[config.mk]
export PLATFORM = sky130hd
export DESIGN_NAME = ladybird_timer
export DESIGN_NICKNAME = d
export VERILOG_FILES = /design/src/rtl/ladybird_timer.sv
export SDC_FILE = /design/constraint.sdc
export NUM_CORES = 1
export LEC_CHECK = 0
export CORE_AREA = 2 2 179 181
export CTS_CLUSTER_DIAMETER = 40
export DETAILED_ROUTE_END_ITERATION = 6
export DIE_AREA = 0 0 181 183
export PLACE_DENSITY = 0.65
export SYNTH_ARGS = -nofsm -noshare
export SYNTH_HDL_FRONTEND = slang
export SYNTH_SLANG_ARGS = --single-unit
[constraint.sdc]
create_clock -name clk -period 7.73 [get_ports clk]
set_input_delay 1.1595 -clock clk [delete_from_list [all_inputs] [get_ports clk]]
set_output_delay 1.1595 -clock clk [all_outputs]
set_load 0.02 [all_outputs]
[src/rtl/ladybird_timer.sv]
// ladybird_timer: machine timer with prescaler, 64-bit mtime/mtimecmp, sticky pending and a simple req/gnt bus.
module ladybird_timer #(
  parameter int DIV_W = 8,
  parameter int XLEN  = 32
) (
  input  logic             clk,
  input  logic             rst,
  input  logic             req,
  input  logic             we,
  input  logic [4:0]       addr,
  input  logic [XLEN-1:0]  wdata,
  input  logic [3:0]       be,
  output logic             gnt,
  output logic             rvalid,
  output logic [XLEN-1:0]  rdata,
  output logic             pending,
  input  logic             complete
);
  localparam logic [2:0] R_MLO = 3'd0, R_MHI = 3'd1, R_CLO = 3'd2, R_CHI = 3'd3,
                         R_CTRL = 3'd4, R_PRE = 3'd5, R_STAT = 3'd6;
  logic [63:0]      mtime, cmp;
  logic [31:0]      shadow, rd_val, wd;
  logic [DIV_W-1:0] pre, div;
  logic [2:0]       sel;
  logic             en, ie, pend, tick, match, wr, rd, clr;
  function automatic logic [31:0] merge(input logic [31:0] o, input logic [31:0] d, input logic [3:0] b);
    logic [31:0] r;
    for (int i = 0; i < 4; i++) r[8*i +: 8] = b[i] ? d[8*i +: 8] : o[8*i +: 8];
    return r;
  endfunction
  assign gnt     = req;
  assign pending = pend;
  assign sel     = addr[4:2];
  assign wd      = wdata[31:0];
  assign wr      = req & we;
  assign rd      = req & ~we;
  assign tick    = en && (div == pre);
  assign match   = en && ie && (mtime >= cmp);
  assign clr     = complete | (wr && sel == R_STAT && be[0] && wd[0]);
  always_comb begin
    rd_val = sel == R_MLO  ? mtime[31:0] :
             sel == R_MHI  ? shadow :
             sel == R_CLO  ? cmp[31:0] :
             sel == R_CHI  ? cmp[63:32] :
             sel == R_CTRL ? {30'd0, ie, en} :
             sel == R_PRE  ? 32'(pre) :
             sel == R_STAT ? {31'd0, pend} : 32'd0;
  end
  always_ff @(posedge clk or posedge rst) begin
    if (rst) begin
      mtime  <= '0;
      shadow <= '0;
      cmp    <= '1;
      en     <= 1'b0;
      ie     <= 1'b0;
      pre    <= '0;
      div    <= '0;
      pend   <= 1'b0;
      rvalid <= 1'b0;
      rdata  <= '0;
    end else begin
      div    <= (tick || !en) ? '0 : div + 1'b1;
      pend   <= match | (pend & ~clr);
      rvalid <= rd;
      rdata  <= rd ? XLEN'(rd_val) : '0;
      if (rd && sel == R_MLO) shadow <= mtime[63:32];
      // a software write to either half suppresses that cycle's increment
      if (wr && sel == R_MLO) mtime[31:0] <= merge(mtime[31:0], wd, be);
      else if (wr && sel == R_MHI) mtime[63:32] <= merge(mtime[63:32], wd, be);
      else if (tick) mtime <= mtime + 64'd1;
      if (wr && sel == R_CLO) cmp[31:0] <= merge(cmp[31:0], wd, be);
      if (wr && sel == R_CHI) cmp[63:32] <= merge(cmp[63:32], wd, be);
      if (wr && sel == R_CTRL && be[0]) {ie, en} <= wd[1:0];
      if (wr && sel == R_PRE) pre <= DIV_W'(merge(32'(pre), wd, be));
    end
  end
endmodule

==> results.cfg, run 1 <==
[placement]
post-dp-hpwl_um = 26130
routabilityCongestion = 0.9026
port_buffers = 78
placed_area_um2 = 13490
pre_cts_ws_ns = 2.631

[detailed_routing]
wl_per_cell_um = 21.26
wl_met3_um = 2806
wirelength_um = 37690
via_count = 10530
initialDrtViolationCount = 1008
route.detailed.drc = 0
antenna_left = 0
wl_met1_um = 16640
detail_route.first_pass.iterations = 6
via_per_inst = 5.940
routed.top_layer = met4
dr_wl_met2_um = 16950

[worst_setup_path]
slowest_delay_ns = 0.92
arrival_ns = 5.07
start_kind = input port
path_max_fanout = 80
crit_path_frequent_cell = buf_4
crit_required_ns = 8.16
critPathKind = input port to register
worstSetupEndpointType = register
slowest_stage = clkdlybuf4s50_1
crit_chain = clkdlybuf4s50_1 > buf_4 > or3_2 > buf_4 > nand4_1 > a21oi_1 > o21ai_0 > a2bb2oi_1

[clock_tree]
clkSlewWorstSetupHoldPaths_ns = 0.05
hold_buffers = 0
htreeDepth = 2
cts_tree = built
cts_buffers = 36
cts_root_buf = clkbuf_16
post_cts_buffers = 0
clk-insertion-delay-late_ns = 0.51
cts_max_path_buffers = 3
cts-resized-gates = 0
cts_sinks = 212

[yosys]
synth_top_area_cell = dfrtp_1
synth_edf_count = 0
synth_top_area_share_pct = 29.99
synthMuxAreaShare_pct = 10.30
syn_avg_cell_area_um2 = 9.618
async_flop_share_pct = 100.0
ys_warn_count = 0
yosys-top-cells-area = dfrtp_1, dfstp_2, mux2_2
ys_types = 71
syn_inst = 1284
syn-num-nets = 1396
synth-xor-area-share_pct = 0.9929
ys.flop_type = dfrtp_1
synth_compound_area_share_pct = 18.06
synth_top_family_by_area = compound AO/OA/AOI/OAI gates
ys_ff_latch = 212
synth_seq_area_share_pct = 43.61
synth-simple-area-share_pct = 15.79
syn_area_um2 = 12350
synthAdderAreaFrac_pct = 6.687

[power_and_ir_drop]
p_per_area_nw_per_um2 = 254.6
peakVddDrop_mv = 0.1362
p_total_mw = 3.762
p_leak_nw = 6.242

[sta]
clock_skew_ns = 0.01286
timing.final.ws_setup_ns = 3.088
finalCritPeriodShare_pct = 60.05
rsz0062_at_grt = false
final-setup-viol-count = 0
finalHoldViolations = 0
slew_headroom_pct = 20.39
setup_tns_ns = 0
tightest_slew_ns = 1.188
timing.final.crit_period_ns = 4.642
finalMaxSlewViolations = 0
fmaxAchievable_mhz = 215.4

[cells_and_area]
diodes = 0
final_cell_mix = dfrtp_1, nand2_1, a21oi_1
num-nets-final = 1457
final_common_cell = dfrtp_1
regArea_um2 = 5385
multi_input_area_um2 = 6425
fin_util_pct = 47.32
drive_gt1_share_pct = 19.11
fin_area_um2 = 14780
fill_cells = 2942
syn_to_final_growth_pct = 19.66

[global_route]
grt_pass1_wl_um = 59290
antenna_found_initial = 0
grt_max_degree = 89
grt_pass1_vias = 10330
track_usage_pct = 22.76
grt_overflow_total = 0

[floorplanning]
core_um2 = 31230
row_count = 65
design.die.area_um2 = 33120
die_w_um = 181
ios = 81
initial_core_util_pct = 39.54
die_h_um = 183

[flow_run]
max-cap-violations = 0

[min_path]
min-delay-path-class = register to register

[status]
run_status = complete, no violations
[synth_stat cells, drive strengths merged, types with 2 or more instances]
cell	count
nand2	108
a21o	5
or3	10
a2111oi	3
a222oi	3
mux2	89
nor4	12
dfstp	64
buf	14
o211ai	5
o22a	22
o21a	6
o41ai	2
o21ai	82
a31oi	11
and4	10
a41o	2
a2bb2oi	24
xor2	11
nand2b	8
xnor2	3
o32ai	2
mux4	8
nor3	22
inv	76
a22o	7
nand4	34
mux2i	9
and3	27
nor3b	4
clkbuf	56
o21bai	2
a211oi	6
a22oi	16
dfrtp	148
o31ai	4
a41oi	5
and2	4
o221ai	7
a21oi	104
ha	66
a32oi	2
nand3	54
nor2	94
o22ai	22
[routing by layer]
layer / vias up / global-route usage, %
met5: - / 0
met4: 0 / 8.618
met3: 85 / 4.249
met2: 394 / 35.77
met1: 5183 / 31.38
li1: 4870 / -
[state kept, by name, indices dropped and copies added (netlist names)]
register,flops
cmp,64
div,8
en,1
ie,1
mtime,64
pending,1
pre,8
rdata,32
rvalid,1
shadow,32
[report_power, final]
group | internal [mW] | switching (mW) | leakage, nW
sequential | 1.30 | 0.142 | 2.67
clock | 1.13 | 0.576 | 0.612
combinational | 0.269 | 0.345 | 2.97
total | 2.70 | 1.06 | 6.24
[worst paths after layout]
path	start	to	slack (ns)	cells past startpoint
min in group asynchronous	rst	rdata[11]	1.11	2
max in group asynchronous	rst	mtime[55]	5.20	3
max reg2reg	mtime[0]	mtime[27]	4.62	6
min	shadow[0]	shadow[0]	0.50	1
min reg2reg	shadow[0]	shadow[0]	0.50	1
max	addr[4]	mtime[49]	3.09	8
[logic make-up after synthesis]
logic type / Yosys count
multiplexers: 106
adder cells (fa/ha/maj): 66
AO/OA/AOI/OAI: 348
AND/OR/NAND/NOR: 391
XOR/XNOR: 14
buffers and inverters: 147
flip-flops: 212
[cell type report]
cell class                      count  area share (%)
Multi-Input combinational cell    925           43.48
Timing Repair Buffer               93           5.978
Tap cell                          402           3.404
Inverter                           77           2.007
Clock buffer                       43           6.554
Sequential cell                   212           36.44
Clock inverter                     21           2.134
[critical path: cells and delay by family]
kind	cells	cell delay, ns
buffers and inverters	3	1.88
AOI/OAI and AO/OA	3	1.21
and+or+nand+nor	2	0.81
[per-stage QoR]
stage | hold slack [ns] | std cells
global route | 0.5136 | 1773
global placement | 0.4679 | 1709
finish | 0.4975 | 1773
detailed placement | 0.4791 | 1709
CTS | 0.4903 | 1773
floorplan | 0.4501 | 1284
Note: power is estimated with default switching activity, not from simulation.
==> inputs of run 2 (changes only) <==
PLACE_DENSITY = 0.67   (was 0.65)
clock period = 4.16 ns   (was 7.73 ns; I/O delays follow)
==> run 2 against run 1 <==
Net effect:
- non-clock buffer count grew 21
- sequential power grew 86%
- clock power grew 81%
- global-route usage grew 0.68 points
- highest routed layer unchanged
- worst hold slack gained 0.0026 ns
- largest power group unchanged
- first-iteration DRC count grew 25%
- routed wire length grew 3.3%
- via count grew 1.9%
- utilization grew 0.43 points
==> results.cfg, run 2 (synthesis gave the netlist of run 1 again) <==
[detailed_routing]
via_per_inst = 5.981
via_count = 10730
route.detailed.drc = 0
wirelength_um = 38940
wl_per_cell_um = 21.71
detail_route.first_pass.iterations = 6
initialDrtViolationCount = 1261
antenna_left = 0

[floorplanning]
initial_core_util_pct = 39.54
core_um2 = 31230
row_count = 65
die_h_um = 183
die_w_um = 181
ios = 81
design.die.area_um2 = 33120

[power_and_ir_drop]
p_total_mw = 6.940
combPwrFrac_pct = 16.8
p_sw_share_pct = 28.77
seq_power_share_pct = 38.6
cellInternalPower_mw = 4.943
p_per_area_nw_per_um2 = 465.4
p_clk_share_pct = 44.6
netSwitchingPower_mw = 1.997
p_leak_nw = 6.335
peakVddDrop_mv = 0.2415

[sta]
finalMaxSlewViolations = 0
clock_skew_ns = 0.01884
timing.final.crit_period_ns = 3.117
fmaxAchievable_mhz = 320.8
tightest_slew_ns = 1.192
finalHoldViolations = 0
slew_headroom_pct = 19.80
rsz0062_at_grt = false
finalCritPeriodShare_pct = 74.93
final-setup-viol-count = 0
setup_tns_ns = 0

[worst_setup_path]
critPathKind = register to register
path_max_fanout = 9
crit_required_ns = 4.54
start_kind = register
worstSetupEndpointType = register
arrival_ns = 3.50

[cells_and_area]
reg_top3 = cmp x64, mtime x64
final_common_cell = dfrtp_1
num-nets-final = 1478
drive_gt1_share_pct = 20.33
final_cell_mix = dfrtp_1, nand2_1, a21oi_1
diodes = 0
syn_to_final_growth_pct = 20.74

[placement]
port_buffers = 78
routabilityCongestion = 0.8961
post-dp-hpwl_um = 27150

[clock_tree]
post_cts_buffers = 0
htreeDepth = 2
cts_buffers = 36
cts_tree = built
cts_sinks = 212
cts-resized-gates = 0
clk-insertion-delay-late_ns = 0.51
cts_root_buf = clkbuf_16
clkSlewWorstSetupHoldPaths_ns = 0.05
cts_max_path_buffers = 3
hold_buffers = 0

[global_route]
grt_overflow_total = 0
grt_max_degree = 175
grt_pass1_vias = 10600
grt_pass1_wl_um = 60310
track_usage_pct = 23.44
antenna_found_initial = 0

[status]
run_status = complete, no violations

[flow_run]
max-cap-violations = 0

[min_path]
min-delay-path-class = register to register
run 2: cell types whose count changed in the layout (fill, tap and decap cells not counted):
cell	before	now
buf_12	0	1
buf_4	15	35
bufinv_16	7	5
clkbuf_8	2	4
clkinv_2	3	4
clkinv_4	5	3
inv_6	1	2
run 2: critical path, cell delays in order (launching register included):
cell	delay [ns]
dfrtp_1	0.45
and4_1	0.32
nand4_1	0.46
or3_2	0.77
nor3_1	0.57
a41oi_1	0.19
o22a_1	0.24
run 2: worst paths after layout:
path / startpoint / end / slack (ns) / cells past startpoint
min in group asynchronous: rst / rdata[11] / 0.66 / 3
worst max register to register: mtime[0] / mtime[47] / 1.04 / 6
worst max-delay path: mtime[0] / mtime[47] / 1.04 / 6
worst min-delay path: shadow[17] / shadow[17] / 0.50 / 2
max in group asynchronous: rst / mtime[51] / 2.52 / 3
worst min register to register: shadow[17] / shadow[17] / 0.50 / 2
run 2: power by group through the flow:
| stage | Sequential [mW] | Clock [mW] | Combinational, mW |
|---|---|---|---|
| 2_1_floorplan | 2.61 | 0 | 0.799 |
| 3_3_place_gp | 2.69 | 0 | 1.13 |
| 3_5_place_dp | 2.70 | 0 | 1.16 |
| 4_1_cts | 2.67 | 3.14 | 1.17 |
| 5_1_grt | 2.71 | 3.23 | 1.31 |
| 6_report | 2.68 | 3.10 | 1.17 |
run 2: cell type report:
type | count | area (µm²)
well taps | 402 | 503.0
multi-input cells | 925 | 6425
inverters | 77 | 292.8
repair buffers | 114 | 1054
fillers | 2987 | 16320
flip-flops and latches | 212 | 5385
clock inverters | 19 | 255.2
clock buffers | 45 | 996.0
run 2: layer usage:
| metal | wire length (µm) | track usage, % | part of all wire (%) | vias up |
|---|---|---|---|---|
| met5 | 0 | 0 | 0 | - |
| met4 | 1215 | 8.390 | 3.1 | 0 |
| met3 | 3206 | 4.408 | 8.2 | 86 |
| met2 | 18140 | 38.32 | 47 | 477 |
| met1 | 16380 | 31.25 | 42 | 5252 |
| li1 | - | - | - | 4915 |
run 2: stage by stage:
step	util [%]	cells	hold slack [ns]	cell area, µm²	worst slack, ns
2_1_floorplan	-	1284	0.4501	12350	0.8321
3_3_place_gp	43.74	1730	0.4654	13660	0.7482
3_5_place_dp	43.74	1730	0.4911	13660	0.6982
4_1_cts	47.74	1794	0.5035	14910	1.179
5_1_grt	47.74	1794	0.5157	14910	1.026
6_report	47.74	1794	0.5002	14910	1.043
==> inputs of run 3 (changes only) <==
PLACE_DENSITY = 0.65   (was 0.67)
clock period = 2.88 ns   (was 4.16 ns; I/O delays follow)
==> run 3 against run 2 <==
Net effect:
- count of clock-buffer cells in the layout rose by 2
- sequential share of layout area fell by 1.1 points
- critical path depth rose by 1
- non-clock buffer count rose by 56
- clock power rose by 42%
- cell count rose by 3.3%
- worst hold slack got worse by 0.19 ns
- sequential cell count did not move
- power rose by 45%
- utilization rose by 1.5 points
- register-to-register slack got worse by 0.77 ns
- critical endpoint is now cmp[27]
- largest power group unchanged
==> results.cfg, run 3 (synthesis gave the netlist of run 1 again) <==
[global_route]
grt_overflow_total = 0
antenna_found_initial = 0
grt_max_degree = 57
track_usage_pct = 24.35
grt_pass1_vias = 10950
grt_pass1_wl_um = 62810

[power_and_ir_drop]
p_sw_share_pct = 29.25
netSwitchingPower_mw = 2.940
peakVddDrop_mv = 0.4896
p_leak_nw = 6.635
p_clk_share_pct = 43.7
seq_power_share_pct = 38.1
combPwrFrac_pct = 18.1
p_total_mw = 10.05
p_per_area_nw_per_um2 = 653.0
cellInternalPower_mw = 7.110

[detailed_routing]
detail_route.first_pass.iterations = 7
initialDrtViolationCount = 1121
wirelength_um = 40120
antenna_left = 0
via_per_inst = 5.916
via_count = 10970
route.detailed.drc = 0
wl_per_cell_um = 21.64

[worst_setup_path]
ff2ff_setup_slack_ns = 0.27
arrival_ns = 3.07
critPathKind = input port to register
start_kind = input port
crit_required_ns = 3.32
worstSetupEndpointType = register
reg2reg_depth = 7
path_max_fanout = 8

[sta]
finalCritPeriodShare_pct = 91.26
final-setup-viol-count = 0
timing.final.ws_setup_ns = 0.2517
tightest_slew_ns = 0.9700
hold_ws_ns = 0.3070
clock_skew_ns = 0.01026
finalMaxSlewViolations = 0
finalHoldViolations = 0
rsz0062_at_grt = false
setup_tns_ns = 0
fmaxAchievable_mhz = 380.5
timing.final.crit_period_ns = 2.628
slew_headroom_pct = 34.84

[floorplanning]
die_h_um = 183
die_w_um = 181
ios = 81
row_count = 65
core_um2 = 31230
initial_core_util_pct = 39.54
design.die.area_um2 = 33120

[clock_tree]
cts_max_path_buffers = 3
cts_sinks = 212
htreeDepth = 2
cts_tree = built
cts_root_buf = clkbuf_16
clk-insertion-delay-late_ns = 0.51
clkSlewWorstSetupHoldPaths_ns = 0.05
hold_buffers = 0
cts-resized-gates = 0
cts_buffers = 37
post_cts_buffers = 0

[cells_and_area]
num-nets-final = 1535
diodes = 0
final_common_cell = dfrtp_1
fin_util_pct = 49.28
stdcell_count = 1854
syn_to_final_growth_pct = 24.62
final_cell_mix = dfrtp_1, nand2_1, a21oi_1
fin_area_um2 = 15390
reg_top3 = cmp x64, mtime x64
drive_gt1_share_pct = 23.42

[min_path]
min-delay-path-class = input port to async pin

[status]
run_status = complete, no violations

[placement]
port_buffers = 78
place_inst = 1786
placed_area_um2 = 14140
post-dp-hpwl_um = 29010
pre_cts_ws_ns = -0.1965
routabilityCongestion = 0.8886

[flow_run]
max-cap-violations = 0
run 3: cell count changes in the layout (fill, tap and decap cells not counted), moves of 2 or more:
cell and change:
buf_12 +5, clkbuf_1 +2, buf_4 +51, inv_6 +3, clkbuf_16 +2, clkbuf_8 -2, bufinv_16 -2
run 3: final timing paths:
path,from,endpoint
worst min-delay path,rst,mtime[47]
worst max register to register,pre[5],mtime[17]
max in group asynchronous,rst,cmp[58]
min in group clk,addr[3],rdata[24]
worst max-delay path,addr[4],cmp[27]
worst min register to register,shadow[17],shadow[17]
run 3: power by group through the flow:
stage / clock [mW] / sequential (mW) / combinational [mW]
after floorplan: 0 / 3.77 / 1.15
after global placement: 0 / 3.85 / 1.75
after detailed placement: 0 / 3.87 / 1.80
after CTS: 4.47 / 3.83 / 1.82
after global routing: 4.60 / 3.89 / 2.03
final: 4.39 / 3.83 / 1.82
run 3: critical path, cell delays in order:
cell,delay (ns)
clkdlybuf4s50_1,0.61
buf_4,0.24
inv_1,0.07
nand2_1,0.07
nor3_1,0.76
nand2_1,0.47
mux2_2,0.40
run 3: cell type report:
cell class	instances	area [µm²]
clock buffers	47	1026
clock inverters	21	224.0
fillers	2963	15840
inverters	77	292.8
multi-input cells	925	6422
flip-flops and latches	212	5385
well taps	402	503.0
repair buffers	170	1536
run 3: layer usage:
metal  global-route usage (%)  up-vias  part of all wire [%]
met4                    8.780        0                   3.2
met2                    39.83      456                    46
met3                    3.991       78                   7.3
met5                        0        -                     0
li1                         -     5032                     -
met1                    32.79     5403                    43
